$ cat config.mk
export PLATFORM = sky130hd
export DESIGN_NAME = cache_fill_fsm_flat
export DESIGN_NICKNAME = d
export VERILOG_FILES = /design/src/rtl/cache_fill_fsm_if.sv /design/src/rtl/cache_fill_fsm.sv /design/src/flat_wrapper.sv
export SDC_FILE = /design/constraint.sdc
export NUM_CORES = 1
export LEC_CHECK = 0
export BUFFER_PORTS_ARGS = -buffer_cell sky130_fd_sc_hd__buf_2
export CAP_MARGIN = 20
export CORE_ASPECT_RATIO = 0.75
export CORE_MARGIN = 2
export CORE_UTILIZATION = 35
export DETAILED_ROUTE_END_ITERATION = 12
export HOLD_SLACK_MARGIN = 0.1
export PLACE_DENSITY_LB_ADDON = 0.15
export RECOVER_POWER = 100
export SYNTH_ARGS = -nofsm -noshare
export SYNTH_HDL_FRONTEND = slang
export SYNTH_SLANG_ARGS = --single-unit
export TNS_END_PERCENT = 10
$ cat constraint.sdc
create_clock -name clk -period 2.69 [get_ports clk]
set_clock_uncertainty 0.15 [all_clocks]
set_input_delay 0.1345 -clock clk [delete_from_list [all_inputs] [get_ports clk]]
set_output_delay 0.1345 -clock clk [all_outputs]
set_load 0.02 [all_outputs]
$ cat src/rtl/cache_fill_fsm_if.sv
// Bus bundle between the cache miss logic, main memory and the fill engine.
// The slave modport is the fill engine's view; master is the cache/memory side.
interface cache_fill_fsm_if #(
  parameter int ADDR_W = 16
);
  logic              miss_detected;
  logic [ADDR_W-1:0] miss_address;
  logic              memory_data_valid;
  logic [15:0]       memory_data;
  logic              fsm_busy;
  logic              mem_en;
  logic [ADDR_W-1:0] memory_address;
  logic              write_data_array;
  logic              write_tag_array;
  logic [ADDR_W-1:0] fill_address;
  logic [15:0]       fill_data;

  modport master (
    output miss_detected, miss_address, memory_data_valid, memory_data,
    input  fsm_busy, mem_en, memory_address, write_data_array,
           write_tag_array, fill_address, fill_data
  );

  modport slave (
    input  miss_detected, miss_address, memory_data_valid, memory_data,
    output fsm_busy, mem_en, memory_address, write_data_array,
           write_tag_array, fill_address, fill_data
  );
endinterface

$ cat src/rtl/cache_fill_fsm.sv
// Cache miss fill engine: streams one read per word of the aligned line to
// memory, writes each returned word into the data array, then writes the tag.
module cache_fill_fsm #(
  parameter int WORDS_PER_LINE = 8,
  parameter int ADDR_W         = 16
) (
  input  logic            clk,
  input  logic            rst_n,
  cache_fill_fsm_if.slave bus
);

  localparam int OFF_W = $clog2(2 * WORDS_PER_LINE);
  localparam int IDX_W = OFF_W - 1;
  localparam int CNT_W = IDX_W + 1;
  localparam logic [ADDR_W-1:0] LINE_MASK = ~ADDR_W'(2 * WORDS_PER_LINE - 1);

  typedef enum logic {IDLE, BUSY} state_t;

  state_t            state, state_nxt;
  logic [ADDR_W-1:0] line_base;
  logic [CNT_W-1:0]  issue_cnt;
  logic [IDX_W-1:0]  ret_cnt;
  logic              issue, ret, last_ret;

  assign issue    = (state == BUSY) && (issue_cnt < CNT_W'(WORDS_PER_LINE));
  assign ret      = (state == BUSY) && bus.memory_data_valid;
  assign last_ret = ret && (ret_cnt == IDX_W'(WORDS_PER_LINE - 1));

  // NOTE: sequential state uses non-blocking assignments so every register
  // samples pre-edge values regardless of process ordering.
  always_ff @(posedge clk or negedge rst_n) begin
    if (!rst_n) state <= IDLE;
    else        state <= state_nxt;
  end

  // NOTE: defaulting every always_comb output first keeps paths that do not
  // assign it from inferring a latch.
  always_comb begin
    state_nxt = state;
    unique case (state)
      IDLE: if (bus.miss_detected) state_nxt = BUSY;
      BUSY: if (last_ret)          state_nxt = IDLE;
    endcase
  end

  // Miss capture and the issue/return word counters.
  always_ff @(posedge clk or negedge rst_n) begin
    if (!rst_n) begin
      line_base <= '0;
      issue_cnt <= '0;
      ret_cnt   <= '0;
    end else if (state == IDLE) begin
      if (bus.miss_detected) begin
        line_base <= bus.miss_address & LINE_MASK;
        issue_cnt <= '0;
        ret_cnt   <= '0;
      end
    end else begin
      if (issue) issue_cnt <= issue_cnt + CNT_W'(1);
      // Wraps back to zero on the final word, ready for the next fill.
      if (ret)   ret_cnt   <= ret_cnt + IDX_W'(1);
    end
  end

  // Word offsets are OR-ed into the aligned base so a line at the top of the
  // address space never carries out; a saturated issue_cnt aliases to the
  // base but mem_en is already low then.
  always_comb begin
    bus.fsm_busy         = 1'b0;
    bus.mem_en           = 1'b0;
    bus.memory_address   = '0;
    bus.write_data_array = 1'b0;
    bus.write_tag_array  = 1'b0;
    bus.fill_address     = '0;
    if (state == BUSY) begin
      bus.fsm_busy         = 1'b1;
      bus.mem_en           = issue;
      bus.memory_address   = line_base | ADDR_W'({issue_cnt[IDX_W-1:0], 1'b0});
      bus.write_data_array = ret;
      bus.fill_address     = line_base | ADDR_W'({ret_cnt, 1'b0});
      bus.write_tag_array  = last_ret;
    end
  end

  assign bus.fill_data = bus.memory_data;

endmodule

$ cat src/flat_wrapper.sv
// flat-port wrapper written by rule: the top's interface ports become plain ports
module cache_fill_fsm_flat 
#(
  parameter int WORDS_PER_LINE = 8,
  parameter int ADDR_W         = 16
)
  (clk, rst_n, bus_miss_detected, bus_miss_address, bus_memory_data_valid, bus_memory_data, bus_fsm_busy, bus_mem_en, bus_memory_address, bus_write_data_array, bus_write_tag_array, bus_fill_address, bus_fill_data);
  cache_fill_fsm_if #(.ADDR_W(ADDR_W)) bus_i ();
  input  logic clk;
  input  logic rst_n;
  input wire logic [$bits(bus_i.miss_detected)-1:0] bus_miss_detected;
  input wire logic [$bits(bus_i.miss_address)-1:0] bus_miss_address;
  input wire logic [$bits(bus_i.memory_data_valid)-1:0] bus_memory_data_valid;
  input wire logic [$bits(bus_i.memory_data)-1:0] bus_memory_data;
  output wire logic [$bits(bus_i.fsm_busy)-1:0] bus_fsm_busy;
  output wire logic [$bits(bus_i.mem_en)-1:0] bus_mem_en;
  output wire logic [$bits(bus_i.memory_address)-1:0] bus_memory_address;
  output wire logic [$bits(bus_i.write_data_array)-1:0] bus_write_data_array;
  output wire logic [$bits(bus_i.write_tag_array)-1:0] bus_write_tag_array;
  output wire logic [$bits(bus_i.fill_address)-1:0] bus_fill_address;
  output wire logic [$bits(bus_i.fill_data)-1:0] bus_fill_data;
  assign bus_i.miss_detected = bus_miss_detected;
  assign bus_i.miss_address = bus_miss_address;
  assign bus_i.memory_data_valid = bus_memory_data_valid;
  assign bus_i.memory_data = bus_memory_data;
  assign bus_fsm_busy = bus_i.fsm_busy;
  assign bus_mem_en = bus_i.mem_en;
  assign bus_memory_address = bus_i.memory_address;
  assign bus_write_data_array = bus_i.write_data_array;
  assign bus_write_tag_array = bus_i.write_tag_array;
  assign bus_fill_address = bus_i.fill_address;
  assign bus_fill_data = bus_i.fill_data;
  cache_fill_fsm #(.WORDS_PER_LINE(WORDS_PER_LINE), .ADDR_W(ADDR_W)) u_core (.clk(clk), .rst_n(rst_n), .bus(bus_i));
endmodule
==> reports/qor.yml, run 1 <==
grt_overflow: 0
start_util: 0.358
path_class: "flop to output port"
reg2reg_slack_ps: 960
netlist_area_mm2: 0.00128
period_share: 0.696
dpl-instance-area_mm2: 0.00134
ys_seq_elements: 20
coreArea_mm2: 0.00359
utilization: 0.412
arrival_ps: 1590
fmax_mhz: 534
rr_worst_depth: 2
final-setup-viol-count: 0
p_leak_uw: 0.000659
yosys_most_used_dff: "dfrtp_1"
die_y_um: 56.5
synth_top_area_frac: 0.390
place_congestion: 0.671
crit_fanout: 18
syn_inst: 117
clkTransAtPathRegs_ps: 80
remaining_drc_errors: 0
setup_ws_ps: 817
design_area_mm2: 0.00148
start_kind: "flop"
antenna_found_initial: 0
yosysSeqAreaShare: 0.390
synth_top_cells_by_count: "buf_4 (30), dfrtp_1 (20), and2_1 (19), mux2_4 (10), nand2b_1 (6)"
dieArea_mm2: 0.00417
rsz0062_at_grt: "no"
pre_cts_ws_ps: 1100
syn2layout_area_growth_pct: 15.1
viasPerCell: 4.29
drive_above_1_share: 0.152
clk_path_buf_depth: 2
synth_edf_count: 0
syn_area_per_cell_um2: 11.0
n_antenna_cell: 0
fillerInstances: 384
nets: 191
ys_types: 25
cts.sinks: 20
reg2reg_to: "u_core.line_base[12]"
peakVddDrop_mv: 0.519
drv_cap: 0
timing.rr.start: "u_core.state"
hpwl_mm: 1.64
ys.warnings.count: 0
postRouteAntennaNets: 0
grt_pass1_vias: 857
hold_depth: 0
clk_latency_ps: 260
dr.pass1.iters: 2
crit_family: "buffers and inverters"
numCtsBuffers: 3
wl_per_cell_um: 11.9
cp-end-kind: "output port"
hold-path-endpoint: "bus_fill_data[10]"
cts_tree: "built"
ctsResizeCount: 0
slew_headroom: 0.242
slew_violations: 0
tightest_slew_ps: 1140
crit_buf_inv: 3
crit_chain: "buf_4 > inv_1 > nor2_1 > clkbuf_1"
grt_max_degree: 21
timing.setup.tns_ps: 0
hp-class: "primary input to output port"
cpMaxStageDelayCell: "dfrtp_1"
vias: 870
async_flop_share: 1.00
status: "finished clean"
yosysMostFrequentCell: "buf_4"
row_count: 19
multi_input_area_um2: 484
port_buffers: 49
max_stage_delay_ps: 530
yosysTopAreaCell: "dfrtp_1"
register_area_um2: 500
yosys-top-cells-area: "dfrtp_1 (39%), buf_4 (18%), mux2_4 (12%)"
drt-total-wl_mm: 2.41
ctsHtreeMaxLevel: 1
track_usage: 0.122
power_density_mw_per_mm2: 1290
io_pins: 88
worstHoldStart: "bus_memory_data[10]"
min_period_ps: 1870
first_iter_violations: 11
cts_root_buf: "clkbuf_8"
grt_pass1_wl_mm: 3.94
finalHoldViolCount: 0
die_w_um: 73.9
crit_required_ps: 2410
cell type report:
| type | count | area share |
|---|---|---|
| multi-input cells | 62 | 0.328 |
| flip-flops and latches | 20 | 0.339 |
| repair buffers | 64 | 0.239 |
| inverters | 1 | 0.00254 |
| clock inverters | 1 | 0.0203 |
| clock buffers | 3 | 0.0279 |
| well taps | 52 | 0.0440 |
logic make-up (layout without fill, tap and decap cells):
logic type | after synthesis | after routing | share of synthesized area
mux | 15 | 15 | 0.158
other cells | 1 | 2 | 0.00292
simple gates | 32 | 32 | 0.157
fa+ha+maj | 3 | 3 | 0.0292
xor+xnor | 2 | 2 | 0.0136
buf+inv | 36 | 69 | 0.208
compound gates | 8 | 8 | 0.0419
flops | 20 | 20 | 0.390
registers in the layout, indices dropped and copies added (netlist names):
register,flops
u_core.line_base,12
u_core.issue_cnt,4
u_core.ret_cnt,3
u_core.state,1
repair_timing:
action,CTS,global route
endpoints found under the hold margin,36,0
setup buffers,0,0
hold buffers,14,0
layout by cell type, fill, tap and decap left out:
| cell type | instances |
|---|---|
| dfrtp_1 | 20 |
| clkbuf_8 | 3 |
| xor2_1 | 1 |
| clkbuf_1 | 32 |
| dlygate4sd3_1 | 14 |
| nor4bb_1 | 1 |
| mux2i_1 | 3 |
| o2bb2ai_1 | 1 |
| and2_1 | 16 |
| nor3b_1 | 1 |
| a21oi_1 | 1 |
| a211o_1 | 1 |
| nand2b_1 | 6 |
| mux2_4 | 1 |
| buf_2 | 17 |
| and2b_1 | 1 |
| xnor2_1 | 1 |
| nor2_1 | 3 |
| o22ai_1 | 4 |
| mux2_1 | 11 |
| conb_1 | 2 |
| a31oi_1 | 1 |
| buf_4 | 1 |
| inv_1 | 1 |
| and3_1 | 1 |
| ha_1 | 3 |
| bufinv_16 | 1 |
| and2_0 | 3 |
worst max path at each step:
| stage | startpoint | endpoint | slack (ps) | cells after the start |
|---|---|---|---|---|
| after floorplan | u_core.state | bus_memory_address[12] | 1120 | 4 |
| after global placement | u_core.state | u_core.line_base[11] | 1130 | 2 |
| after detailed placement | u_core.state | u_core.line_base[12] | 1100 | 2 |
| after CTS | u_core.state | bus_mem_en | 930 | 4 |
| after global routing | u_core.state | bus_mem_en | 660 | 4 |
| final | u_core.state | bus_mem_en | 820 | 4 |
layer usage:
layer  GRT usage  vias to the layer above  part of all wire  wire length [µm]
met5           0                        -                 0                 0
met1       0.149                      421              0.44              1070
met4      0.0260                        0            0.0037                 9
met3      0.0377                        2             0.059               142
li1            -                      419                 -                 -
met2       0.210                       28              0.49              1190
report_power, final:
group	internal (µW)	switching [µW]	total (µW)	leakage [µW]
combinational	383	654	1040	0.000384
clock	199	102	301	0.0000357
sequential	450	114	564	0.000239
total	1030	871	1900	0.000659
worst reg2reg max path: stages (launching register included):
cell and delay [ps]:
dfrtp_1 500, and2b_1 580, mux2_1 380
per-stage QoR:
step | instances | power (µW) | hold WS, ps
floorplan | 118 | 1570 | -311
global placement | 185 | 1720 | -29.3
detailed placement | 185 | 1730 | -29.6
CTS | 203 | 2060 | 119
global route | 203 | 2050 | 119
finish | 203 | 1900 | 119
Power figures use the tool's default switching activity.
==> run 2: changes to the inputs <==
Settings changed: ABC_AREA from default to 1.
Clock period 2.69 ns to 1.95 ns, I/O delays scaled along.
==> run 2 against run 1 <==
Effect of this change:
- clock power is 3% higher
- critical endpoint is now bus_memory_address[8]
- non-clock buffer count is 16 higher
- register-to-register slack worse by 550 ps
- synthesized area fell by 1.1%
- critical path depth unchanged
- setup slack worse by 520 ps
==> reports/qor.yml, run 2 <==
yosysMostFrequentCell: "nand2_1"
antenna_found_initial: 0  # unchanged
timing.setup.tns_ps: 0  # unchanged
yosys-top-cells-area: "dfrtp_1 (39%), buf_4 (19%), nand2_1 (17%)"
crit_fanout: 15  # -3
min_period_ps: 1650
crit_family: "buffers and inverters"
power_density_mw_per_mm2: 1490  # +16%
numCtsBuffers: 3  # unchanged
cts_setup_buffers: 0  # unchanged
vias: 1137  # +31%
drv_cap: 0  # unchanged
coreArea_mm2: 0.00338  # -5.9%
dpl-instance-area_mm2: 0.00132  # -2.1%
ys.warnings.count: 0  # unchanged
largest_register_ffs: 12  # unchanged
hp-class: "primary input to flop"
p_comb_frac: 0.559  # +0.013
syn_area_per_cell_um2: 7.43  # -32%
power_uw: 2420  # +27%
p_leak_uw: 0.000937  # +42%
postRouteAntennaNets: 0  # unchanged
synth_edf_count: 0  # unchanged
drt-total-wl_mm: 2.85  # +18%
cts.sinks: 20  # unchanged
remaining_drc_errors: 0  # unchanged
crit_chain: "buf_4 > nand2_1 > inv_1 > clkbuf_1"
grt_pass1_wl_mm: 4.67  # +19%
row_count: 18  # -1
reg_top3: "u_core.line_base x12, u_core.issue_cnt x4, u_core.ret_cnt x3"
first_iter_violations: 59  # +48
viasPerCell: 4.36  # +1.6%
power.internal_uw: 1200  # +16%
crit_buf_inv: 3  # unchanged
layout_commonest_cell: "nand2_1"
wl_per_cell_um: 10.9  # -8.0%
dr.pass1.iters: 4  # +2
yosysSeqAreaShare: 0.394  # +0.00423
dieArea_mm2: 0.00413  # -1.0%
p_switching_uw: 1220  # +40%
clkTransAtPathRegs_ps: 70  # about the same
clk_latency_ps: 250  # about the same
final_cells: 261  # +29%
dp.cells: 227  # +23%
p_sw_frac: 0.506  # +0.0480
fillerInstances: 366  # -4.7%
pre_cts_ws_ps: 516  # -582 ps
synth_top_cells_by_count: "nand2_1 (59), buf_4 (32), inv_1 (26), dfrtp_1 (20), nand3_1 (20)"
die_w_um: 73.6  # -0.51%
async_flop_share: 1.00  # unchanged
ys_types: 16  # -36%
yosys_most_used_dff: "dfrtp_1"
track_usage: 0.143  # +0.0205
io_pins: 88  # unchanged
rsz0062_at_grt: "no"
tightest_slew_ps: 1090  # -46.7 ps
cpMaxStageDelayCell: "dfrtp_1"
layout_common_cells: "nand2_1 (59), clkbuf_1 (33), dlygate4sd3_1 (30), inv_1 (26)"
drive_above_1_share: 0.113  # -0.0392
status: "finished clean"
start_kind: "flop"
nets: 261  # +37%
slew_headroom: 0.273  # +0.0311
syn2layout_area_growth_pct: 27.9
grt_overflow: 0  # unchanged
grt_pass1_vias: 1066  # +24%
peakVddDrop_mv: 0.633  # +22%
power_frac_seq: 0.313  # +0.017
n_antenna_cell: 0  # unchanged
clk_path_buf_depth: 2  # unchanged
final-setup-viol-count: 0  # unchanged
finalHoldViolCount: 0  # unchanged
ys_seq_elements: 20  # unchanged
hpwl_mm: 1.82  # +11%
crit_required_ps: 1700  # -710 ps
synth_top_area_frac: 0.394  # +0.00423
ctsHtreeMaxLevel: 1  # unchanged
period_share: 0.847
holdBufCountCts: 30  # +16
design_area_mm2: 0.00162  # +9.9%
clkPwrFrac: 0.128  # -0.030
register_area_um2: 500  # unchanged
yosysTopAreaCell: "dfrtp_1"
slew_violations: 0  # unchanged
fmax_mhz: 605
grt_max_degree: 21  # unchanged
cts_tree: "built"
ctsResizeCount: 0  # unchanged
die_y_um: 56.2  # -0.50%
place_congestion: 0.749  # +12%
setup_ws_ps: 298  # -518 ps
start_util: 0.376  # +0.0183
port_buffers: 49  # unchanged
top_register: "u_core.line_base"
cts_root_buf: "clkbuf_8"
syn_inst: 171  # +46%
path_class: "flop to output port"
multi_input_area_um2: 405  # -16%
arrival_ps: 1400  # -190 ps
max_stage_delay_ps: 500  # -30 ps
cp-end-kind: "output port"
netlist_area_mm2: 0.00127  # -1.1%
==> run 2: cell count changes in the layout (fill, tap and decap cells not counted), moves of 2 or more <==
cell	previous run	this run
nand3_1	0	20
and2_0	3	0
mux2_1	11	0
inv_1	1	26
o22ai_1	4	0
nand2b_1	6	0
and2_1	16	0
nand2_1	0	59
dlygate4sd3_1	14	30
mux2i_1	3	0
nor2_1	3	1
==> run 2: layout make-up <==
type	count	area share
Sequential cell	20	0.308
Timing Repair Buffer	80	0.315
Multi-Input combinational cell	90	0.250
Clock buffer	4	0.0339
Tap cell	40	0.0308
Inverter	27	0.0624
==> run 2: final timing paths <==
kind	end	slack, ps	depth (start not counted)	startpoint
setup / recovery	bus_memory_address[8]	300	4	u_core.state
hold / removal	u_core.line_base[12]	100	3	bus_miss_detected
setup reg to reg	u_core.issue_cnt[1]	410	4	u_core.state
hold reg to reg	u_core.line_base[14]	320	2	u_core.line_base[14]
max in group asynchronous	u_core.line_base[14]	590	2	rst_n
min in group asynchronous	u_core.line_base[12]	410	2	rst_n
==> run 2: worst min-delay path, stage by stage <==
cell	delay, ps
buf_2	200
nand3_1	120
nand2_1	50
==> run 2: logic make-up after synthesis <==
kind of cell / count (synthesis) / share of synthesized area
buf+inv: 62 / 0.286
compound gates: 1 / 0.00394
flops: 20 / 0.394
fa+ha+maj: 3 / 0.0296
simple gates: 84 / 0.284
other cells: 1 / 0.00295
==> run 2: per-layer routing <==
metal,track usage,vias to the layer above,part of all wire
met5,0,-,0
met4,0.0312,0,0.012
met3,0.0471,6,0.079
met2,0.241,53,0.47
met1,0.175,506,0.44
li1,-,572,-
==> run 2: power by group through the flow <==
stage	registers, µW	logic [µW]	clock network (µW)
finish	756	1350	311
global route	783	1520	351
CTS	756	1450	326
detailed placement	763	1370	0
global placement	750	1350	0
floorplan	729	1190	0
==> run 2: stage by stage <==
stage	utilization	hold WS [ps]
floorplan	-	-348
global placement	0.389	-69.2
detailed placement	0.389	-68.4
CTS	0.494	107
global route	0.481	107
finish	0.481	98.6
==> run 3: changes to the inputs <==
Clock period 1.95 ns to 1.4 ns, I/O delays scaled along.
==> run 3 against run 2 <==
Effect of this change:
- the run now ends with negative setup slack left
- die area stayed put
- total power rose by 62%
- final cell count grew 3.1%
- global-route usage rose by 0.17 points
- non-clock buffer count grew 8
- register-to-register slack got worse by 280 ps
- routed wire length is 5.6% higher
- critical endpoint is now bus_write_tag_array
- largest cell class unchanged
==> reports/qor.yml, run 3 (synthesis gave the netlist of run 2 again) <==
status: "finished with violations"
violations: "negative setup slack"
clk_latency_ps: 250  # about the same
grt_pass1_wl_mm: 4.69  # +0.30%
power_uw: 3920  # +62%
coreArea_mm2: 0.00338  # unchanged
cts_root_buf: "clkbuf_8"
wl_per_cell_um: 11.2  # +2.5%
postRouteAntennaNets: 0  # unchanged
dr.pass1.iters: 4  # unchanged
die_y_um: 56.2  # unchanged
reg_top3: "u_core.line_base x12, u_core.issue_cnt x4, u_core.ret_cnt x3"
finalHoldViolCount: 0  # unchanged
crit_required_ps: 1180  # -520 ps
setup_ws_ps: -31.1  # -330 ps
layout_commonest_cell: "nand2_1"
die_w_um: 73.6  # unchanged
clk_path_buf_depth: 2  # unchanged
top_register: "u_core.line_base"
grt_overflow: 0  # unchanged
hpwl_mm: 1.83  # +0.80%
max_stage_delay_ps: 420  # -80 ps
final_cells: 269  # +3.1%
cts.sinks: 20  # unchanged
power_frac_seq: 0.270  # -0.043
path_class: "flop to output port"
grt_pass1_vias: 1035  # -2.9%
reg2reg_to: "u_core.ret_cnt[2]"
viasPerCell: 4.35  # -0.16%
largest_register_ffs: 12  # unchanged
grt_max_degree: 21  # unchanged
p_sw_frac: 0.452  # -0.0536
layout_common_cells: "nand2_1 (58), dlygate4sd3_1 (31), buf_4 (29), inv_1 (24), buf_2 (22)"
io_pins: 88  # unchanged
utilization: 0.550  # +0.0689
crit_fanout: 2  # -13
arrival_ps: 1210  # -190 ps
timing.rr.start: "u_core.state"
dp.cells: 229  # +0.88%
cpMaxStageDelayCell: "dfrtp_1"
vias: 1170  # +2.9%
antenna_found_initial: 0  # unchanged
ctsHtreeMaxLevel: 1  # unchanged
drt-total-wl_mm: 3.01  # +5.6%
dieArea_mm2: 0.00413  # unchanged
drv_cap: 0  # unchanged
cp_num_cells: 5  # +1
cp-end-kind: "output port"
slew_violations: 0  # unchanged
final-setup-viol-count: 1  # +1
rr_worst_depth: 4  # unchanged
fmax_mhz: 699
syn2layout_area_growth_pct: 46.2
row_count: 18  # unchanged
track_usage: 0.144  # +0.00170
drive_above_1_share: 0.314  # +0.201
min_period_ps: 1430
p_leak_uw: 0.00111  # +19%
power.internal_uw: 2150  # +80%
power_density_mw_per_mm2: 2110  # +42%
crit_family: "flip-flops"
hp-class: "primary input to async pin"
hold_ws_ps: 157  # +58.5 ps
clkPwrFrac: 0.109  # -0.019
p_comb_frac: 0.621  # +0.062
p_switching_uw: 1770  # +45%
remaining_drc_errors: 0  # unchanged
rsz0062_at_grt: "yes"
crit_chain: "ha_4 > ha_4 > inv_2 > nor2_2 > buf_6"
timing.setup.tns_ps: -31.1  # -31.1 ps
reg2reg_slack_ps: 130  # -280 ps
start_kind: "flop"
crit_top_cell: "ha_4"
start_util: 0.376  # unchanged
numCtsBuffers: 3  # unchanged
clkTransAtPathRegs_ps: 70  # about the same
cts_tree: "built"
period_share: 1.02
peakVddDrop_mv: 0.979  # +55%
first_iter_violations: 58  # -1.7%
crit_buf_inv: 2  # -1
nets: 269  # +3.1%
n_antenna_cell: 0  # unchanged
place_congestion: 0.813  # +8.6%
port_buffers: 49  # unchanged
-- run 3: cell count changes in the layout (fill, tap and decap cells not counted), moves of 2 or more --
cell      before  now
buf_2         16   22
inv_1         26   24
ha_1           3    1
inv_2          1    3
buf_6          0    4
buf_4          1   29
ha_4           0    2
clkbuf_1      33    0
-- run 3: final cells by class --
class	count	area [µm²]
Clock buffer	4	55.1
Fill cell	334	1520
Inverter	27	101
Multi-Input combinational cell	90	440
Sequential cell	20	502
Tap cell	40	50.0
Timing Repair Buffer	88	708
-- run 3: worst max path at each step --
stage | startpoint | endpoint | slack, ps
2_1_floorplan | u_core.state | bus_memory_address[12] | 50
3_3_place_gp | u_core.state | u_core.issue_cnt[2] | 140
3_5_place_dp | u_core.state | u_core.ret_cnt[2] | 120
4_1_cts | u_core.ret_cnt[1] | bus_write_tag_array | -50
5_1_grt | u_core.ret_cnt[0] | bus_write_tag_array | -90
6_report | u_core.ret_cnt[0] | bus_write_tag_array | -30
-- run 3: repair_timing --
item,CTS,global route
hold endpoints to repair,51,0
endpoints found under the setup margin,28,29
setup buffers,4,1
gates resized for setup,7,34
hold buffers,31,0
pin swaps,2,1
-- run 3: layer usage --
metal | wire length [µm] | GRT usage | part of all wire | up-vias
li1 | - | - | - | 590
met1 | 1300 | 0.180 | 0.43 | 524
met2 | 1470 | 0.249 | 0.49 | 54
met3 | 238 | 0.0471 | 0.079 | 2
met4 | 7 | 0.0156 | 0.0023 | 0
met5 | 0 | 0 | 0 | -
-- run 3: per-stage QoR --
step	setup WS [ps]	cell area [µm²]
2_1_floorplan	51.4	1270
3_3_place_gp	142	1330
3_5_place_dp	123	1330
4_1_cts	-49.0	1750
5_1_grt	-89.8	1860
6_report	-31.1	1860
-- run 3: power groups by stage --
stage                     Clock [µW]  Sequential [µW]  Combinational, µW
after floorplan                    0             1020               1650
after global placement             0             1040               1900
after detailed placement           0             1060               1930
after CTS                        451             1050               2130
after global routing             478             1110               2660
final                            427             1060               2440
-- run 3: worst register-to-register path, cell delays in order (launching register included) --
cell     delay (ps)
dfrtp_2         460
inv_2           190
nand2_4         190
nand3_1         110
nand2_1          60
